### src/rtl/cordic_pkg.sv
// Shared constants for the CORDIC units: word format, gain compensation,
// arctangent table and the folded-engine state encoding.
package cordic_pkg;
  localparam int WORD_LENGTH  = 21;
  localparam int FRAC_BITS    = 19;
  localparam int N_ITERATIONS = 17;
  localparam int GUARD_BITS   = 2;
  localparam int CNT_W        = 5;

  // 1/K for the accumulated micro-rotation gain, in 2.19 format
  localparam logic [WORD_LENGTH-1:0] K_INV = 21'b00_1001101101110100111;

  // round(atan(2^-i) * 2^19)
  localparam logic [WORD_LENGTH-1:0] ATAN_TABLE [0:N_ITERATIONS-1] = '{
    21'd411775, 21'd243085, 21'd128439, 21'd65198, 21'd32725, 21'd16379,
    21'd8191,   21'd4096,   21'd2048,   21'd1024,  21'd512,   21'd256,
    21'd128,    21'd64,     21'd32,     21'd16,    21'd8
  };

  typedef enum logic [1:0] {IDLE, ITER, SCALE, DONE} state_t;
endpackage

### src/rtl/cordic_atan_lut.sv
// Micro-rotation angle lookup: iteration index to alpha, combinational.
// Indices past the table return zero.
module cordic_atan_lut
  import cordic_pkg::*;
(
  input  logic [CNT_W-1:0]       idx,
  output logic [WORD_LENGTH-1:0] alpha
);
  always_comb begin
    alpha = '0;
    if (32'(idx) < N_ITERATIONS) alpha = ATAN_TABLE[idx];
  end
endmodule

### src/rtl/cordic_vector_folded.sv
// Folded vectoring CORDIC: (x, y) -> atan2(y, x) and gain-compensated magnitude,
// one shared micro-rotation per cycle, valid/ready on both sides.
module cordic_vector_folded
  import cordic_pkg::*;
(
  input  logic                          clk,
  input  logic                          rst,
  input  logic                          valid_i,
  output logic                          ready_o,
  input  logic signed [WORD_LENGTH-1:0] x_i,
  input  logic signed [WORD_LENGTH-1:0] y_i,
  output logic                          valid_o,
  input  logic                          ready_i,
  output logic signed [WORD_LENGTH-1:0] angle_o,
  output logic signed [WORD_LENGTH-1:0] mag_o,
  output logic                          err_o
);
  localparam int XW = WORD_LENGTH + GUARD_BITS;
  localparam int PW = XW + WORD_LENGTH;
  localparam logic signed [PW-1:0] MAG_MAX = PW'(2**(WORD_LENGTH-1) - 1);
  localparam logic signed [PW-1:0] MAG_MIN = ~MAG_MAX;

  state_t                        state;
  logic [CNT_W-1:0]              cnt;
  logic signed [XW-1:0]          x, y;
  logic signed [WORD_LENGTH-1:0] z;

  logic [WORD_LENGTH-1:0]        alpha;
  logic signed [WORD_LENGTH-1:0] alpha_s, z_nxt, mag_sat;
  logic signed [XW-1:0]          x_sh, y_sh, x_nxt, y_nxt;
  logic signed [PW-1:0]          prod, prod_sh;
  logic                          neg_x, zero_in;

  cordic_atan_lut u_lut (
    .idx   (cnt),
    .alpha (alpha)
  );

  assign alpha_s = $signed(alpha);
  assign neg_x   = x_i[WORD_LENGTH-1];
  assign zero_in = (x_i == '0) && (y_i == '0);

  // Drive y toward zero; both updates use the pre-update x and y.
  always_comb begin
    x_sh = x >>> cnt;
    y_sh = y >>> cnt;
    if (y[XW-1]) begin
      x_nxt = x - y_sh;
      y_nxt = y + x_sh;
      z_nxt = z - alpha_s;
    end else begin
      x_nxt = x + y_sh;
      y_nxt = y - x_sh;
      z_nxt = z + alpha_s;
    end
  end

  always_comb begin
    prod    = $signed({{(PW-XW){x[XW-1]}}, x}) *
              $signed({{(PW-WORD_LENGTH){1'b0}}, K_INV});
    prod_sh = prod >>> FRAC_BITS;
    if (prod_sh > MAG_MAX)
      mag_sat = MAG_MAX[WORD_LENGTH-1:0];
    else if (prod_sh < MAG_MIN)
      mag_sat = MAG_MIN[WORD_LENGTH-1:0];
    else
      mag_sat = prod_sh[WORD_LENGTH-1:0];
  end

  always_ff @(posedge clk or posedge rst) begin
    if (rst) begin
      state   <= IDLE;
      ready_o <= 1'b1;
      valid_o <= 1'b0;
      angle_o <= '0;
      mag_o   <= '0;
      err_o   <= 1'b0;
      cnt     <= '0;
      x       <= '0;
      y       <= '0;
      z       <= '0;
    end else begin
      case (state)
        IDLE: begin
          if (valid_i && ready_o) begin
            x       <= {{GUARD_BITS{x_i[WORD_LENGTH-1]}}, x_i};
            y       <= {{GUARD_BITS{y_i[WORD_LENGTH-1]}}, y_i};
            z       <= '0;
            cnt     <= '0;
            ready_o <= 1'b0;
            if (neg_x || zero_in) begin
              angle_o <= '0;
              mag_o   <= '0;
              err_o   <= neg_x;
              state   <= DONE;
            end else begin
              state <= ITER;
            end
          end
        end
        ITER: begin
          x   <= x_nxt;
          y   <= y_nxt;
          z   <= z_nxt;
          cnt <= cnt + 1'b1;
          if (cnt == CNT_W'(N_ITERATIONS - 1)) state <= SCALE;
        end
        SCALE: begin
          mag_o   <= mag_sat;
          angle_o <= z;
          err_o   <= 1'b0;
          valid_o <= 1'b1;
          state   <= DONE;
        end
        DONE: begin
          // Early-exit results arrive with valid_o low and raise it here.
          if (!valid_o) begin
            valid_o <= 1'b1;
          end else if (ready_i) begin
            valid_o <= 1'b0;
            ready_o <= 1'b1;
            state   <= IDLE;
          end
        end
        default: state <= IDLE;
      endcase
    end
  end
endmodule

### config.mk
export PLATFORM = sky130hd
export DESIGN_NAME = cordic_vector_folded
export DESIGN_NICKNAME = d
export VERILOG_FILES = /design/src/rtl/cordic_pkg.sv /design/src/rtl/cordic_atan_lut.sv /design/src/rtl/cordic_vector_folded.sv
export SDC_FILE = /design/constraint.sdc
export NUM_CORES = 1
export LEC_CHECK = 0
export CAP_MARGIN = 30
export CORE_UTILIZATION = 50
export CTS_BUF_LIST = sky130_fd_sc_hd__clkbuf_8
export DETAILED_ROUTE_END_ITERATION = 10
export PLACE_DENSITY = 0.68
export SYNTH_ARGS = -nofsm -noshare
export SYNTH_HDL_FRONTEND = slang
export SYNTH_HIERARCHICAL = 1
export SYNTH_SLANG_ARGS = --single-unit
export TNS_END_PERCENT = 20
### constraint.sdc
create_clock -name clk -period 17 [get_ports clk]
set_clock_uncertainty 0.2 [all_clocks]
set_input_delay 2.55 -clock clk [delete_from_list [all_inputs] [get_ports clk]]
set_output_delay 2.55 -clock clk [all_outputs]
set_load 0.01 [all_outputs]
[Word-level counts from Yosys, hierarchy flattened]
Memories as Yosys holds them, arrays and structs flattened.
Index checks and enable logic that the tools add are counted.
Storage, ports and cells
  bits in registers: 119
  latch bits: 0
  memory bits (writable): 0
  bits in read-only memories: 672
  bits of input ports: 46
  output and inout port bits: 45
  logic and storage cells: 85
  memories kept: 1
Memories
  (name not given): depth 32, width 21, read ports 1, clocked after memory_dff 0, wr ports 0, line cordic_atan_lut.sv:11  | if (32'(idx) < N_ITERATIONS) alpha = ATAN_TABLE[idx];
Cells by class
  add/subtract/negate cells: 7
  multipliers: 1
  div/mod/pow operators: 0
  order comparisons: 4
  equal/unequal tests: 9
  shifts and indexed selects: 2
  muxes and demuxes: 36
  bitwise gates (word level): 1
  reduce and logical (&&, ||, !) cells: 14
Operators by type and width (count)
  21-bit two-way mux: 9
  21-bit one-hot mux with 2 select lines: 3
  23-bit two-way mux: 4
  23-bit one-hot mux with 2 select lines: 2
  23-bit adder: 2
  23-bit by 5-bit >>> shifter with 23-bit output: 2
  23-bit subtractor: 2
  23-bit by 20-bit multiplier with 43-bit output, second input constant: 1
  21-bit zero test: 2
  24-bit by 21-bit > comparator with 1-bit output, second input constant: 1
  24-bit by 21-bit < comparator with 1-bit output, second input constant: 1
  21-bit adder: 1
  21-bit subtractor: 1
  2-bit two-way mux: 5
  2-bit != test, second input constant: 5
  5-bit one-hot mux with 2 select lines: 1
  2-bit one-hot mux with 4 select lines: 1
  4-bit AND reduction: 2
  2-bit nonzero test: 4
  1-bit two-way mux: 7
  6-bit >= comparator, second input constant: 1
  5-bit inverter with 6-bit output: 1
  1-bit one-hot mux with 2 select lines: 3
  5-bit by 1-bit adder with 5-bit output, second input constant: 1
  other kinds (10): 12

[Depth between registers and ports, before layout]
Gate-level depths: netlist (run 1).
  depth after elaboration: 8
  gate-level depth with buffers: 26
  mapped depth without buffers: 25

[Hierarchy]
The synthesis (run 1) kept the hierarchy.
By module, submodules not included
  cordic_vector_folded: instances 1, cells each 2374, area an instance 21593.2 um2
  cordic_atan_lut: instances 1, cells each 63, area an instance 431.7 um2

[Worst setup path before layout (run 1)]
Ideal clock, no wire load.
  kind: reg-to-reg
  from: register x[22]
  to: register mag_o[10]
  setup time: 0.066 ns
  arrival time: 7.606 ns
  required time: 16.734 ns
  path slack: 9.128 ns
  stages on the path, launching flop included: 23
  buffers on the path: 3
  path through: dfrtp_1 > clkbuf_1 > inv_1 > clkbuf_1 > fa_1 > inv_1 > fa_1 > fa_1 > fa_1 > inv_1 > fa_1 > inv_1 > ha_1 > o2111ai_1 > a2111oi_0 > o2111a_1 > or2b_1 > a21boi_0 > o211ai_1 > nand3_1 > nor3_2 > buf_4 > a221o_1
Between the ends
  word-level cells in the longest chain between the ends: 5
  elaborated cells on any way between the ends: 6
  classes of those cells: mul: 1; order compare: 2; mux: 3
Ends and longest elaborated chain
  start, declared: line cordic_vector_folded.sv:25  | logic signed [XW-1:0] x, y;
  start signal, assigned: line cordic_vector_folded.sv:86  | x <= {{GUARD_BITS{x_i[WORD_LENGTH-1]}}, x_i};
  start signal, assigned: line cordic_vector_folded.sv:102  | x <= x_nxt;
  23-bit by 20-bit multiplier with 43-bit output *: line cordic_vector_folded.sv:59  | prod = $signed({{(PW-XW){x[XW-1]}}, x}) *
  24-bit by 21-bit < comparator with 1-bit output: line cordic_vector_folded.sv:64  | else if (prod_sh < MAG_MIN)
  21-bit two-way mux: line cordic_vector_folded.sv:64
  21-bit two-way mux *: line cordic_vector_folded.sv:62  | if (prod_sh > MAG_MAX)
  21-bit one-hot mux with 2 select lines *: line cordic_vector_folded.sv:83  | case (state)
  end signal, assigned: line cordic_vector_folded.sv:109  | mag_o <= mag_sat;
  end, declared: line cordic_vector_folded.sv:15  | output logic signed [WORD_LENGTH-1:0] mag_o,
Every way passes the cells marked *; elsewhere a longest branch is shown, timed or not.
A chain may end at the register's enable or synchronous reset.

[Worst setup path in the final report (run 1)]
  from: register x[7]
  to: register mag_o[4]
Same word-level chain as after synthesis.

==> metrics.txt, run 1 <==
outcome finished, final reports clean; # IOs a little over 90; share of cells above drive strength 1 0.0637; flop2flop setup slack between 8000 and 9000 ps; DR DRC count 0; Die X 212 µm; WS Path Type reg2reg; Post-Synthesis Cells between 2000 and 2500; WL per Instance 20.0 µm; met3 wire length 3590 µm; leading post-synthesis cells by cell area fa_1 (20%), ha_1 (16%), dfrtp_1 (13%); Post-CTS Setup Inserts 0; leak pwr 11.5 nW; Initial Util 0.509; worst reg2reg path depth 26; number of antenna violations at the first check in global routing 2; worst vdd ir around 0.000044 V; post_cts resized 0; Total GRT Usage 0.289; largest net degree at the start of global routing between 60 and 70; Synth warnings 6; placed cell areas approximately 23000 µm²; via-per-instance ratio ~5.9; worst reg2reg startpoint x[7]; RSZ-0062 raised after global routing no; CTS Sinks between 100 and 150; Root Driver clkbuf_8; Synth Area in Compound Gates 0.157; critical path required time between 15000 and 20000 ps; Slew Limit Headroom 0.358; htree depth 4; Area Growth Syn to Fin 8.13%; Synth Area in Adders 0.357; Synth top cells by count inv_1 (388), ha_1 (278), fa_1 (219); Final nets roughly 3000; most common cell in the netlist inv_1; Achievable Freq between 0.1 and 0.15 GHz; post-synth top area share 0.199; top_reg_cell synth dfrtp_1; DRT Pass-1 Iters 5; DR WL met2 28400 µm; Core Area approximately 43000 µm²; type of origin of the critical path flop; Final ANT Viol Nets 0; die height 212 µm; final critical-path share of the clock period 0.501; initial drt markers roughly 1300; cts hold-fix bufs 0; endpoint type of the worst setup path flop; WHS Path Cells 2; Least-Margin Pin Slew ~960 ps; vias 18100; vias in the first global route 17900; final setup fails 0; final hold violation count 0; IO Port Bufs 90; clock buffer depth 2; mux contribution to synthesized area 0.0863; Rows 76; Clock Latency Late Sink 560 ps; uppermost layer routed met5; worst min-delay path category reg2reg; die area roughly 45000 µm²; DP HPWL between 40000 and 50000 µm; Worst-path clk slew approximately 80 ps; Num CTS Buffers 17; hold endpoint angle_o[11]; CTS tree done; crit path DAT about 9000 ps; global-route wire length before repair between 90000 and 100000 µm; mapped cell area between 20000 and 25000 µm²; flops & latches, synth ~120; asr flop ratio synth 1.00; syn avg cell area between 9 and 10 µm²; Synth cell types 94; grt ovf 0; R2R Path End mag_o[4]; design area approximately 24000 µm²; simple-gate portion of the synthesized area 0.115; Setup TNS Final 0 ps; routability congestion estimate around 0.98; fin crit period about 8500 ps; largest family of logic cells by synthesized area adder cells; number of enable flip-flop cells after synthesis 0; Pwr Density approximately 26 nW/µm²; Routed Wire Length slightly above 60000 µm; total of max-cap violations 0; sequential share of the synthesized area 0.135; post-synth top area cell fa_1; Final Max Tran Viols 0; metal1 wirelength roughly 28000 µm; post-synthesis xor/xnor area fraction 0.0620; Worst Hold Launch angle_o[11]; CP Max Fanout 20
layout make-up:
type | count | area (µm²)
fill | 3981 | 19500
multi-input combinational | 1840 | 17100
sequential | 119 | 2990
inverter | 392 | 1470
timing repair buffer | 114 | 1080
tap | 585 | 732
clock buffer | 18 | 248
clock inverter | 13 | 148
antenna | 1 | 2.50
cells by family (layout without fill, tap and decap cells):
kind of cell	after synthesis	after routing
DFF	119	119
muxes	123	123
adders and majority gates	497	497
and+or+nand+nor	531	531
other	1	3
xor gates and xnor gates	156	156
AOI/OAI and AO/OA	531	531
buffers and inverters	479	537
how the worst max path moves through the flow:
stage	startpoint	endpoint	slack, ps	cells past startpoint
2_1_floorplan	x[22]	mag_o[10]	9130	22
3_3_place_gp	x[7]	mag_o[1]	8790	25
3_5_place_dp	x[7]	mag_o[18]	8520	25
4_1_cts	x[7]	mag_o[18]	8510	25
5_1_grt	x[7]	mag_o[18]	8130	26
6_report	x[7]	mag_o[4]	8480	26
worst max-delay path, cell delays in order (launching register included):
cell and delay, ps:
dfrtp_1 860, ha_1 440, xor2_1 180, ha_1 300
fa_1 510, inv_1 50, fa_1 470, inv_1 50
fa_1 500, fa_1 540, inv_1 60, fa_1 500
inv_1 50, ha_1 320, a211oi_1 380, o22ai_1 180
nor4_1 380, a2111oi_0 130, buf_4 170, o2111a_1 270
or2b_1 260, a21boi_0 570, o211ai_1 180, nand3_1 200
a21oi_1 110, buf_4 220, a221o_1 310
sequential cells by signal, summed over array words and instances (netlist names):
register  cells
y            23
z            21
cnt           5
x            23
err_o         1
ready_o       1
mag_o        21
angle_o      21
state         2
valid_o       1
power breakdown:
group          switching, mW  internal, mW
sequential           0.00113         0.283
combinational         0.0233        0.0179
clock                  0.155         0.135
total                  0.179         0.436
stage by stage:
stage / power (mW) / instances / setup WS (ps) / utilization / hold WS, ps
6_report: 0.615 / 3082 / 8480 / 0.550 / 282
5_1_grt: 0.637 / 3082 / 8130 / 0.550 / 299
4_1_cts: 0.625 / 3080 / 8510 / 0.550 / 288
3_5_place_dp: 0.331 / 3049 / 8520 / 0.541 / 269
3_3_place_gp: 0.331 / 3048 / 8790 / 0.541 / 260
2_1_floorplan: 0.309 / 2438 / 9130 / - / 278
layout by cell type, fill, tap and decap left out, types with 24 or more instances in the layout:
master,Yosys,routed
inv_1,388,386
ha_1,278,278
fa_1,219,219
nand2_1,173,173
nor2_1,144,144
a21oi_1,138,137
o21ai_0,135,135
dfrtp_1,118,113
xnor2_1,106,106
clkdlybuf4s50_1,0,90
mux2i_1,56,56
xor2_1,50,50
nor3_1,48,48
mux4_2,44,44
a21o_1,32,32
nand3_1,31,31
o31ai_1,24,24
metal layers:
metal,vias up,track usage
li1,8474,-
met1,8968,0.407
met2,527,0.453
met3,80,0.0426
met4,2,0.0960
met5,-,0
Note: power is estimated with default switching activity, not from simulation.
==> run 2, diff against run 1 <==
==> constraint.sdc (replaced) <==
create_clock -name clk -period 8.95 [get_ports clk]
set_clock_uncertainty 0.2 [all_clocks]
set_input_delay 1.3425 -clock clk [delete_from_list [all_inputs] [get_ports clk]]
set_output_delay 1.3425 -clock clk [all_outputs]
set_load 0.01 [all_outputs]
==> run 2 against run 1 <==
Via count hardly changed. Critical path type unchanged. Largest cell class unchanged. Highest routed layer is now met4. Non-clock buffer count increased by 11. Flip-flop and latch count is the same.
==> metrics.txt, run 2 (synthesis gave the netlist of run 1 again) <==
commonest non-fill, non-tap cell in the layout inv_1; # IOs 91; type of origin of the critical path flop; IO Port Bufs 90; Post-CTS Setup Inserts 0; Worst-path clk slew approximately 90 ps; via-per-instance ratio 5.83; Routed Wire Length ~61000 µm; Rows 76; final setup fails 0; Setup TNS Final 0 ps; Die X between 200 and 250 µm; uppermost layer routed met4; diode count 0; die height about 210 µm; WL per Instance 19.7 µm; Setup WS pre-CTS between 600 and 700 ps; DR WL met2 roughly 28000 µm; Achievable Freq approximately 0.12 GHz; Num CTS Buffers 17; global-route wire length before repair roughly 97000 µm; vias in the first global route 17700; metal1 wirelength ~28000 µm; WS Path Type reg2reg; Pwr Density between 40 and 50 nW/µm²; DR DRC count 0; Area Growth Syn to Fin 8.63%; most frequent cells in the layout inv_1 (386), ha_1 (278), fa_1 (219); leak pwr ~12 nW; Slew Limit Headroom 0.427; CTS tree done; crit path DAT roughly 8500 ps; Final Max Tran Viols 0; CP Max Fanout 20; final worst setup slack between 600 and 700 ps; outcome finished, final reports clean; post_cts resized 0; DRT Pass-1 Iters 5; vias ~18000; Final ANT Viol Nets 0; met3 wire length slightly below 4000 µm; Root Driver clkbuf_8; htree depth 4; grt ovf 0; routability congestion estimate between 0.9 and 1; CTS Sinks 119; R2R Path End mag_o[2]; hold endpoint angle_o[9]; cts hold-fix bufs 0; worst-path cell with the longest stage delay dfrtp_1; die area 44900 µm²; Least-Margin Pin Slew 852 ps; endpoint type of the worst setup path flop; Core Area approximately 43000 µm²; flop2flop setup slack 620 ps; Worst Hold Launch angle_o[9]; share of cells above drive strength 1 0.0678; number of antenna violations at the first check in global routing 0; Crit path top cell by count fa_1; worst reg2reg path depth 27; Final nets slightly above 3000; total of max-cap violations 0; Largest stage delay, worst path between 700 and 800 ps; critical path's top delay family adder cells; worst vdd ir slightly below 0.00007 V; WHS Path Cells 2; Initial Util 0.509; RSZ-0062 raised after global routing no; biggest regs x: 23 flops, y: 23 flops; worst reg2reg startpoint x[5]; DP HPWL slightly below 50000 µm; largest net degree at the start of global routing between 70 and 80; final hold violation count 0; Total GRT Usage 0.282; worst min-delay path category reg2reg; Hold WS around 280 ps; initial drt markers approximately 1500; fin crit period 8330 ps; buffers plus inverters on the worst setup path 6; critical path required time ~9100 ps; clock buffer depth 2; Clock Latency Late Sink about 520 ps; Pwr Total roughly 1.2 mW; final critical-path share of the clock period 0.930
## run 2: worst max path at each step
stage	depth (start not counted)	slack [ps]	from	to
finish	27	620	x[5]	mag_o[2]
floorplan	22	1080	x[22]	mag_o[10]
global route	27	170	x[6]	mag_o[2]
global placement	26	940	x[6]	mag_o[2]
CTS	27	630	x[6]	mag_o[11]
detailed placement	27	690	x[5]	mag_o[3]
## run 2: per-stage QoR
step,cells,utilization,cell area (µm²)
after floorplan,2438,-,22000
after global placement,3059,0.543,23500
after detailed placement,3061,0.544,23500
after CTS,3092,0.553,23900
after global routing,3092,0.553,23900
final,3092,0.553,23900
## run 2: worst register-to-register path, cell delays in order (launching register included)
cell,delay (ps)
dfrtp_1,760
ha_1,410
xor2_1,190
ha_1,190
nand2b_1,150
fa_1,480
inv_1,60
fa_1,470
inv_1,60
fa_1,500
fa_1,540
inv_1,50
fa_1,500
inv_1,40
ha_1,320
a211oi_1,360
o22ai_1,170
a211oi_1,320
a2111oi_0,170
buf_4,170
o2111a_1,280
or2b_1,260
a21boi_0,500
o211ai_1,200
nand3_1,220
a21oi_1,100
buf_4,210
a221o_1,320
## run 2: routing by layer
layer  GRT usage  up-vias
li1            -     8505
met1       0.403     8928
met2       0.442      523
met3      0.0436       77
met4      0.0762        0
met5           0        -
## run 2: area by class of cell
cell class / count / area [µm²]
clock inverters: 14 / 175
repair buffers: 125 / 1180
well taps: 585 / 732
clock buffers: 17 / 234
multi-input cells: 1840 / 17100
inverters: 392 / 1470
fillers: 3954 / 19300
flip-flops and latches: 119 / 2990
## run 2: power by group
group	switching [mW]	internal, mW	total (mW)	leakage (nW)
logic	0.0424	0.0339	0.0763	9.79
registers	0.00210	0.538	0.540	1.61
clock network	0.286	0.276	0.563	0.211
total	0.331	0.848	1.18	11.6
